<file path="src/rtl/i2c_tx_pkg.sv">
// Shared types for the I2C TX byte serializer.
//   state_e   : serializer FSM states
//   quarter_t : index of the quarter within one SCL period (0..3)
//   Q_LOW0..Q_HIGH1 : named quarter indices; SCL is low in the first two
//                     quarters of a data/ACK bit and high in the last two.
package i2c_tx_pkg;

  typedef enum logic [2:0] {
    ST_IDLE,
    ST_START,
    ST_LOAD,
    ST_DATA,
    ST_ACK,
    ST_STOP
  } state_e;

  typedef logic [1:0] quarter_t;

  localparam quarter_t Q_LOW0  = 2'd0;
  localparam quarter_t Q_LOW1  = 2'd1;
  localparam quarter_t Q_HIGH0 = 2'd2;
  localparam quarter_t Q_HIGH1 = 2'd3;

endpackage

</file>
<file path="src/rtl/i2c_quarter_tick.sv">
// Quarter-period timebase for the I2C serializer.
// While run_i is high, counts QUARTER clocks per quarter and steps the
// quarter index 0..3 (wrapping 3->0). While run_i is low both counters are
// held at zero, so the first running cycle is always cycle 0 of quarter 0.
//   clk_i, rst_ni : clock, asynchronous active-low reset
//   run_i         : count enable
//   tick_o        : high on the last cycle of the current quarter
//   q_o           : current quarter index
module i2c_quarter_tick
  import i2c_tx_pkg::*;
#(
  parameter int QUARTER = 4
) (
  input  logic       clk_i,
  input  logic       rst_ni,
  input  logic       run_i,
  output logic       tick_o,
  output logic [1:0] q_o
);

  localparam int CW = (QUARTER > 1) ? $clog2(QUARTER) : 1;

  logic [CW-1:0] cnt_q, cnt_d;
  quarter_t      q_q, q_d;

  assign tick_o = run_i && (cnt_q == CW'(QUARTER - 1));
  assign q_o    = q_q;

  always_comb begin
    cnt_d = '0;
    q_d   = Q_LOW0;
    if (run_i) begin
      if (tick_o) begin
        cnt_d = '0;
        q_d   = q_q + 2'd1;
      end else begin
        cnt_d = cnt_q + 1'b1;
        q_d   = q_q;
      end
    end
  end

  always_ff @(posedge clk_i or negedge rst_ni) begin
    if (!rst_ni) begin
      cnt_q <= '0;
      q_q   <= Q_LOW0;
    end else begin
      cnt_q <= cnt_d;
      q_q   <= q_d;
    end
  end

endmodule

</file>
<file path="src/rtl/i2c_tx_shifter.sv">
// I2C TX byte serializer on the read side of the TX FIFO.
// Pops bytes from the FIFO and drives START, eight data bits MSB-first, the
// ACK slot and STOP onto SCL/SDA; the first byte is the address/RW byte.
//   clk_i, rst_ni   : FIFO read clock, asynchronous active-low reset
//   start_i         : level-sampled transaction request (IDLE only)
//   rdata_i,rempty_i: FIFO head word and empty flag
//   rinc_o          : one-cycle FIFO pop (combinational)
//   sda_i           : sampled SDA line (ACK from slave)
//   scl_o, sda_o    : open-drain drives, 1 = release (registered)
//   busy_o, done_o  : transaction in progress / one-cycle end pulse
//   nack_o          : sticky NACK flag, cleared when a start is accepted
module i2c_tx_shifter
  import i2c_tx_pkg::*;
#(
  parameter int DATASIZE = 8,
  parameter int QUARTER  = 4
) (
  input  logic                clk_i,
  input  logic                rst_ni,
  input  logic                start_i,
  input  logic [DATASIZE-1:0] rdata_i,
  input  logic                rempty_i,
  output logic                rinc_o,
  input  logic                sda_i,
  output logic                scl_o,
  output logic                sda_o,
  output logic                busy_o,
  output logic                done_o,
  output logic                nack_o
);

  localparam int BW = (DATASIZE > 1) ? $clog2(DATASIZE) : 1;

  state_e              state_q, state_d;
  logic [DATASIZE-1:0] shift_q, shift_d;
  logic [BW-1:0]       bit_q, bit_d;
  logic                ack_q, ack_d;
  logic                nack_q, nack_d;
  logic                scl_q, scl_d;
  logic                sda_q, sda_d;
  logic                busy_q, busy_d;
  logic                done_q, done_d;

  logic                run;
  logic                tick;
  logic [1:0]          q;
  quarter_t            q_n;
  logic                q_end;
  logic                enter_q0;

  assign run = (state_q != ST_IDLE) && (state_q != ST_LOAD);

  i2c_quarter_tick #(.QUARTER(QUARTER)) u_tick (
    .clk_i  (clk_i),
    .rst_ni (rst_ni),
    .run_i  (run),
    .tick_o (tick),
    .q_o    (q)
  );

  // Quarter index seen in the next cycle. Every state change happens either
  // from a non-running state (index already 0) or at the end of q3 (wraps to 0).
  assign q_n      = tick ? (q + 2'd1) : q;
  assign q_end    = tick && (q == Q_HIGH1);
  // First cycle of a data/ACK bit: SCL has just fallen, so SDA is held one
  // more cycle to keep its edge apart from the SCL edge.
  assign enter_q0 = (state_q == ST_LOAD) || q_end;

  assign rinc_o = (state_q == ST_LOAD) && !rempty_i;

  always_comb begin
    state_d = state_q;
    shift_d = shift_q;
    bit_d   = bit_q;
    ack_d   = ack_q;
    nack_d  = nack_q;
    case (state_q)
      ST_IDLE: begin
        if (start_i && !rempty_i) begin
          nack_d  = 1'b0;
          state_d = ST_START;
        end
      end
      ST_START: begin
        if (q_end) state_d = ST_LOAD;
      end
      ST_LOAD: begin
        if (!rempty_i) begin
          shift_d = rdata_i;
          bit_d   = BW'(DATASIZE - 1);
          state_d = ST_DATA;
        end else begin
          state_d = ST_STOP;
        end
      end
      ST_DATA: begin
        if (q_end) begin
          shift_d = shift_q << 1;
          bit_d   = bit_q - 1'b1;
          if (bit_q == '0) state_d = ST_ACK;
        end
      end
      ST_ACK: begin
        if (tick && (q == Q_HIGH0)) ack_d = sda_i;
        if (q_end) begin
          if (ack_q) begin
            nack_d  = 1'b1;
            state_d = ST_STOP;
          end else begin
            state_d = ST_LOAD;
          end
        end
      end
      ST_STOP: begin
        if (q_end) state_d = ST_IDLE;
      end
      default: state_d = ST_IDLE;
    endcase
  end

  // Line levels are registered from the next state/quarter so they line up
  // with the state they belong to.
  always_comb begin
    scl_d  = 1'b1;
    sda_d  = 1'b1;
    busy_d = (state_d != ST_IDLE);
    done_d = (state_q == ST_STOP) && (state_d == ST_IDLE);
    case (state_d)
      ST_START: begin
        sda_d = (q_n == Q_LOW0) || (q_n == Q_LOW1);
      end
      ST_LOAD: begin
        scl_d = 1'b0;
        sda_d = sda_q;
      end
      ST_DATA: begin
        scl_d = (q_n >= Q_HIGH0);
        sda_d = enter_q0 ? sda_q : shift_d[DATASIZE-1];
      end
      ST_ACK: begin
        scl_d = (q_n >= Q_HIGH0);
        sda_d = enter_q0 ? sda_q : 1'b1;
      end
      ST_STOP: begin
        scl_d = (q_n >= Q_HIGH0);
        sda_d = (q_n == Q_LOW0) ? sda_q : (q_n == Q_HIGH1);
      end
      default: begin
        scl_d = 1'b1;
        sda_d = 1'b1;
      end
    endcase
  end

  always_ff @(posedge clk_i or negedge rst_ni) begin
    if (!rst_ni) begin
      state_q <= ST_IDLE;
      shift_q <= '0;
      bit_q   <= '0;
      ack_q   <= 1'b0;
      nack_q  <= 1'b0;
      scl_q   <= 1'b1;
      sda_q   <= 1'b1;
      busy_q  <= 1'b0;
      done_q  <= 1'b0;
    end else begin
      state_q <= state_d;
      shift_q <= shift_d;
      bit_q   <= bit_d;
      ack_q   <= ack_d;
      nack_q  <= nack_d;
      scl_q   <= scl_d;
      sda_q   <= sda_d;
      busy_q  <= busy_d;
      done_q  <= done_d;
    end
  end

  assign scl_o  = scl_q;
  assign sda_o  = sda_q;
  assign busy_o = busy_q;
  assign done_o = done_q;
  assign nack_o = nack_q;

endmodule

</file>
<file path="config.mk">
export PLATFORM = sky130hd
export DESIGN_NAME = i2c_tx_shifter
export DESIGN_NICKNAME = d
export VERILOG_FILES = /design/src/rtl/i2c_tx_pkg.sv /design/src/rtl/i2c_quarter_tick.sv /design/src/rtl/i2c_tx_shifter.sv
export SDC_FILE = /design/constraint.sdc
export NUM_CORES = 1
export LEC_CHECK = 0
export ABC_AREA = 1
export CAP_MARGIN = 40
export CORE_MARGIN = 2
export CORE_UTILIZATION = 40
export DETAILED_ROUTE_END_ITERATION = 7
export PLACE_DENSITY = 0.66
export SETUP_SLACK_MARGIN = 0.15
export SLEW_MARGIN = 10
export SYNTH_ARGS = -nofsm -noshare
export SYNTH_HDL_FRONTEND = slang
export SYNTH_HIERARCHICAL = 1
export SYNTH_SLANG_ARGS = --single-unit
</file>
<file path="constraint.sdc">
create_clock -name clk_i -period 1.9 [get_ports clk_i]
set_input_delay 0.57 -clock clk_i [delete_from_list [all_inputs] [get_ports clk_i]]
set_output_delay 0.57 -clock clk_i [all_outputs]
set_load 0.005 [all_outputs]
</file>
==> run_results.csv, run 1 <==
group,metric,value,unit
routing,wl_met1,1330,um
timing,worst_pin_slew,315,ps
timing,fin_crit,1850,ps
layout,n_antenna_cell,0,
global_route,grt_first_pass_wirelength,5430,um
routing,drc_errors,0,
logic_synthesis,synth_largest_area_cell,"dfrtp_1",
worst_setup_path,required,1330,ps
clock_tree,clk_transition_reported_paths,130,ps
min_path,hp-start,"u_tick/cnt_q[0]",
place,place_inst,246,
layout,syn_to_final_growth,58.3,%
clock_tree,cts_hold_buffers,0,
place,place.gp.congestion,0.799,
worst_setup_path,startpoint,"state_q[0]",
global_route,grt_start_max_net_pins,25,
clock_tree,clock_latency,310,ps
routing,ant_nets,0,
floorplanning,coreArea,3340,um2
timing,post-route-period-util,97.4,%
pwr,p_leak,0.00104,uW
routing,first_pass_iters,6,
status,status,"finished clean",
global_route,grt_overflow_total,0,
timing,hold_viol_final,0,
logic_synthesis,ys_top_cells_by_area,"dfrtp_1 (40%), nand2_1 (8.4%), inv_1 (5.7%)",
timing,worst_slack,50.3,ps
worst_setup_path,critical_path.max_fanout,3,
global_route,grt_pass1_vias,1325,
logic_synthesis,synth-seq-area-share,43.7,%
clock_tree,cts_root_buf,"clkbuf_4",
timing,rsz0062_at_grt,"yes",
routing,highest_layer,"met4",
clock_tree,cts_tree,"done",
logic_synthesis,synth.net_count,181,
floorplanning,dieArea,3940,um2
logic_synthesis,synth_area,1380,um2
routing,met2_length,1990,um
logic_synthesis,synth_cells,163,
logic_synthesis,avgSynthCellArea,8.47,um2
floorplanning,start_util,41.4,%
layout,fin_cells,268,
routing,route.met3.wl,113,um
run,drv_cap,0,
clock_tree,clockBufferDepth,2,
routing,wl_per_cell,12.9,um
timing,hold_slack,446,ps
pwr,max-vdd-ir-drop,0.000544,V
floorplanning,row_count,21,
floorplanning,num_io_pins,19,
logic_synthesis,yosys_warnings,6,
pwr,power_density,1330,nW/um2
worst_setup_path,endpoint_kind,"primary output",
routing,vias,1294,
logic_synthesis,ys_ff_latch,24,
clock_tree,cts.sinks,24,
timing,setup_viol_count_final,0,
timing,clock-skew-final,5.18,ps
timing,slew_viol_final,0,
worst_setup_path,startpoint_type,"flop",
floorplanning,die_h,62.7,um
global_route,antenna_found_initial,0,
logic_synthesis,yosysTopAreaCellShare,39.9,%
logic_synthesis,yosysUniqueCellTypes,32,
global_route,grt_use_total,17.3,%
worst_setup_path,crit_arrival,1280,ps
worst_setup_path,path_class,"flop to primary output",
layout,final_util,65.5,%
place,pre_cts_ws,-505,ps
layout,drive_above_1_share,52.7,%
clock_tree,h-tree-depth,1,
floorplanning,die_w,62.7,um
layout,nets,241,
pwr,fin_total_pwr,2900,uW
routing,vias_per_cell,4.83,
timing,maxSlewHeadroom,79.0,%
routing,wirelength,3450,um
timing,max_freq,541,MHz
clock_tree,cts_made_buffers,3,
routing,drt_iter0_markers,29,
place,io_buffers,18,
place,post-dp-hpwl,2280,um
min_path,min_path_type,"flop to flop",
worst_setup_path,r2r-start,"state_q[0]",
## per-layer routing
metal	vias to the layer above	GRT usage, %
met4	0	5.00
li1	639	-
met1	625	19.5
met2	28	33.7
met5	-	0
met3	2	2.16
## synthesized netlist by cell type
master and number:
nand2_1 31, dfrtp_1 22, inv_1 21, nor2_1 15, nand3_1 13, nand2_2 7, nor2_2 6, o21ai_0 6
a21oi_1 5, ha_1 5, o221ai_1 4, inv_2 3, nand2_4 3, buf_6 2, dfstp_2 2, nor2_4 2
a21boi_2 1, a22oi_1 1, a31oi_1 1, and2_1 1, clkinv_1 1, clkinv_4 1, mux2_2 1, nand2_8 1
nand3_2 1, nand4_1 1, o211ai_1 1, o21ai_1 1, o21ai_2 1, or2_2 1, or2_4 1, xor2_1 1
## per-stage QoR
stage	setup TNS (ps)	cell area, um2
floorplan	0	1400
global placement	-860	1770
detailed placement	-893	1770
CTS	0	1940
global route	-12.2	2180
finish	0	2180
## timing repair
action                     in CTS  in global routing
resized for setup              31                 45
setup endpoints to repair      17                 22
hold endpoints to repair        0                  0
pin swaps                       2                 23
setup buffers                  10                  8
## where the power goes
group | total (uW) | switching (uW) | leakage [uW] | internal (uW)
registers | 821 | 108 | 0.000282 | 713
logic | 1850 | 931 | 0.000742 | 919
clock network | 232 | 150 | 0.0000150 | 81.9
## worst max-delay path, cell delays in order (launching register included)
cell and delay, ps:
dfrtp_2 460, buf_4 150, nor2_4 160, nand2_8 70, clkinv_4 50, buf_6 80
## worst paths after layout
| path | to | slack (ps) | depth (start not counted) |
|---|---|---|---|
| max | rinc_o | 50 | 5 |
| min | u_tick/cnt_q[0] | 450 | 1 |
| max reg2reg | u_tick/q_o[0] | 60 | 13 |
| min reg2reg | u_tick/cnt_q[0] | 450 | 1 |
| max in group asynchronous | sda_o | 1000 | 2 |
| min in group asynchronous | ack_q | 600 | 2 |
## sequential cells by signal, indices dropped and copies added (netlist names), 2 cells and up
name	count
u_tick/q_o	2
u_tick/cnt_q	2
shift_q	8
bit_q	3
state_q	3
## layout make-up
class | count | area [um2]
fillers | 275 | 1150
multi-input cells | 111 | 878
flip-flops and latches | 24 | 606
repair buffers | 57 | 507
inverters | 26 | 110
well taps | 46 | 57.6
clock buffers | 4 | 26.3
## placed cells by master, fill, tap and decap left out, drive strengths merged
cell type,n
o221ai,4
dlygate4sd2,4
a22oi,1
nand4,1
nand2,42
or2,2
buf,40
ha,5
mux2,1
o211ai,1
and2,1
clkdlybuf4s50,13
nor2,23
a21oi,5
nand3,14
dfrtp,22
a31oi,1
dfstp,2
inv,24
clkbuf,4
o21ai,8
xor2,1
clkinv,2
a21boi,1
## cells by family after synthesis
logic type               after synthesis  share of synthesized area (%)
AO/OA/AOI/OAI                         21                           9.88
buffers and inverters                 28                           9.07
adder cells (fa/ha/maj)                5                           4.53
XOR/XNOR                               1                          0.635
AND/OR/NAND/NOR                       83                           31.4
flip-flops                            24                           43.7
multiplexers                           1                          0.816
Power figures use the tool's default switching activity.
==> run 2, diff against run 1 <==
--- a/config.mk
+++ b/config.mk
@@ -7,10 +7,9 @@
 export LEC_CHECK = 0
 export ABC_AREA = 1
 export CAP_MARGIN = 40
-export CORE_MARGIN = 2
 export CORE_UTILIZATION = 40
 export DETAILED_ROUTE_END_ITERATION = 7
-export PLACE_DENSITY = 0.66
+export PLACE_DENSITY = 0.69
 export SETUP_SLACK_MARGIN = 0.15
 export SLEW_MARGIN = 10
 export SYNTH_ARGS = -nofsm -noshare
==> run 2 against run 1 <==
  * Critical path depth unchanged
  * Wire length shrank 10%
  * Highest routed layer unchanged
  * Global-route usage rose by 0.36 points
  * Non-clock buffer count down 5
  * Clock power up 16%
  * Worst setup slack worse by 42 ps
  * Maximum frequency decreased by 2.2%
  * Cell count fell by 2.6%
  * Worst hold slack lost 2.9 ps
  * Clock skew is 3.5 ps higher
  * Critical path type unchanged
  * Largest power group unchanged
  * Utilization is 2.9 points higher
  * Via count down 3.9%
==> run_results.csv, run 2 (same netlist as run 1, synthesis figures left out) <==
group,metric,value,unit
status,status,"finished clean",
layout,seqCellArea,606,um2
worst_setup_path,startpoint_type,"flop",
global_route,grt_use_total,17.7,%
timing,clock-skew-final,8.67,ps
timing,post-route-period-util,99.5,%
global_route,grt_first_pass_wirelength,4830,um
clock_tree,clk_transition_reported_paths,130,ps
place,place_inst,242,
timing,slew_viol_final,0,
timing,fin_crit,1890,ps
timing,worst_pin_slew,311,ps
worst_setup_path,r2r-start,"state_q[0]",
worst_setup_path,crit_family,"flip-flops",
min_path,worst_hold_path.num_cells,1,
worst_setup_path,cpPeakStageDelay,480,ps
pwr,p_switching,1090,uW
floorplanning,num_io_pins,19,
routing,first_pass_iters,4,
worst_setup_path,critical_path.max_fanout,3,
layout,drive_above_1_share,48.8,%
min_path,hold_end,"u_tick/cnt_q[0]",
timing,rsz0062_at_grt,"yes",
place,place.gp.congestion,0.891,
layout,final_common_cell,"nand2_1",
pwr,max-vdd-ir-drop,0.000674,V
min_path,min_path_type,"flop to flop",
routing,wirelength,3100,um
worst_setup_path,ff2ff_path_depth,13,
global_route,grt_pass1_vias,1191,
clock_tree,cts_root_buf,"clkbuf_4",
layout,nets,236,
worst_setup_path,r2r_end,"done_o",
pwr,clock_power_share,9.9,%
pwr,swShare,40.0,%
routing,ant_nets,0,
timing,max_freq,529,MHz
clock_tree,h-tree-depth,1,
clock_tree,clockBufferDepth,2,
worst_setup_path,slowest_stage,"dfrtp_2",
floorplanning,die_w,60.7,um
worst_setup_path,path_buf_inv,3,
layout,syn_to_final_growth,56.2,%
pwr,fin_total_pwr,2730,uW
worst_setup_path,path_class,"flop to primary output",
pwr,power_density,1260,nW/um2
routing,vias_per_cell,4.76,
layout,fin_cells,261,
routing,vias,1243,
layout,largest_reg_flops,8,
clock_tree,cts.sinks,24,
pwr,p_seq_share,30.4,%
routing,drc_errors,0,
worst_setup_path,crit_arrival,1320,ps
timing,hold_slack,443,ps
pwr,p_comb_share,59.7,%
place,io_buffers,18,
global_route,grt_start_max_net_pins,25,
layout,n_antenna_cell,0,
timing,hold_viol_final,0,
worst_setup_path,r2r_setup_slack,100,ps
floorplanning,die_h,60.7,um
worst_setup_path,endpoint_kind,"primary output",
routing,wl_per_cell,11.9,um
floorplanning,dieArea,3690,um2
floorplanning,row_count,20,
min_path,hp-start,"u_tick/cnt_q[0]",
layout,final_cell_mix,"nand2_1 (28), buf_4 (26), dfrtp_1 (20), inv_1 (16), clkdlybuf4s50_1 (11)",
worst_setup_path,cp_cell_sequence,"buf_12 -> nor2_4 -> nand2_8 -> inv_4 -> buf_6",
floorplanning,start_util,43.8,%
layout,fillCellCount,249,
worst_setup_path,required,1330,ps
timing,maxSlewHeadroom,79.2,%
run,drv_cap,0,
layout,multiInputGateArea,873,um2
place,post-dp-hpwl,2080,um
floorplanning,coreArea,3150,um2
global_route,antenna_found_initial,0,
clock_tree,cts_made_buffers,3,
routing,drt_iter0_markers,25,
pwr,p_leak,0.00105,uW
layout,top_register,"shift_q",
pwr,p_int,1640,uW
global_route,grt_overflow_total,0,
layout,top_regs,"shift_q x8, bit_q x3, state_q x3",
clock_tree,cts_tree,"done",
timing,setup_viol_count_final,0,
clock_tree,clock_latency,320,ps
run 2: cell types whose count changed in the layout (fill, tap and decap cells not counted), moves of 2 or more:
cell,change
buf_4,-3
buf_6,-3
clkdlybuf4s50_1,-2
dlymetal6s2s_1,+2
nand2_1,+5
nand2_2,-4
nand2_4,-2
nor2_1,+2
nor2_2,-3
run 2: area by class of cell:
| class | count | share of cell area, % |
|---|---|---|
| multi-input cells | 111 | 40.5 |
| flip-flops and latches | 24 | 28.1 |
| repair buffers | 52 | 22.1 |
| inverters | 26 | 5.11 |
| well taps | 44 | 2.55 |
| clock buffers | 4 | 1.68 |
run 2: power groups by stage:
stage | logic [uW] | registers [uW] | clock network, uW
2_1_floorplan | 800 | 805 | 0
3_3_place_gp | 1120 | 827 | 0
3_5_place_dp | 1140 | 838 | 0
4_1_cts | 1310 | 831 | 276
5_1_grt | 1790 | 847 | 299
6_report | 1630 | 829 | 270
run 2: per-layer routing:
layer | share of wire [%] | track usage (%) | wire length, um
met4 | 1.2 | 6.17 | 38
met3 | 3.3 | 2.99 | 103
met2 | 54 | 32.7 | 1670
met1 | 42 | 20.6 | 1290
met5 | 0 | 0 | 0
run 2: timing repair:
| action | in CTS | in global routing |
|---|---|---|
| pin swaps | 11 | 18 |
| gates resized for setup | 26 | 44 |
| hold buffers | 0 | 0 |
| setup buffers | 7 | 8 |
| endpoints found under the setup margin | 12 | 19 |
run 2: worst max-delay path by stage:
stage	startpoint	to	slack (ps)	cells past startpoint
floorplan	state_q[2]	done_o	90	14
global placement	rempty_i	rinc_o	-440	5
detailed placement	rempty_i	rinc_o	-470	5
CTS	state_q[2]	rinc_o	-40	6
global route	state_q[0]	sda_o	-40	17
finish	state_q[0]	rinc_o	9	5
run 2: stage by stage:
step	utilization (%)	area, um2	worst slack [ps]	TNS, ps
2_1_floorplan	-	1400	91.2	0
3_3_place_gp	55.7	1760	-444	-791
3_5_place_dp	55.7	1760	-472	-932
4_1_cts	60.3	1900	-37.6	-37.6
5_1_grt	68.4	2160	-36.3	-71.5
6_report	68.4	2160	8.69	0
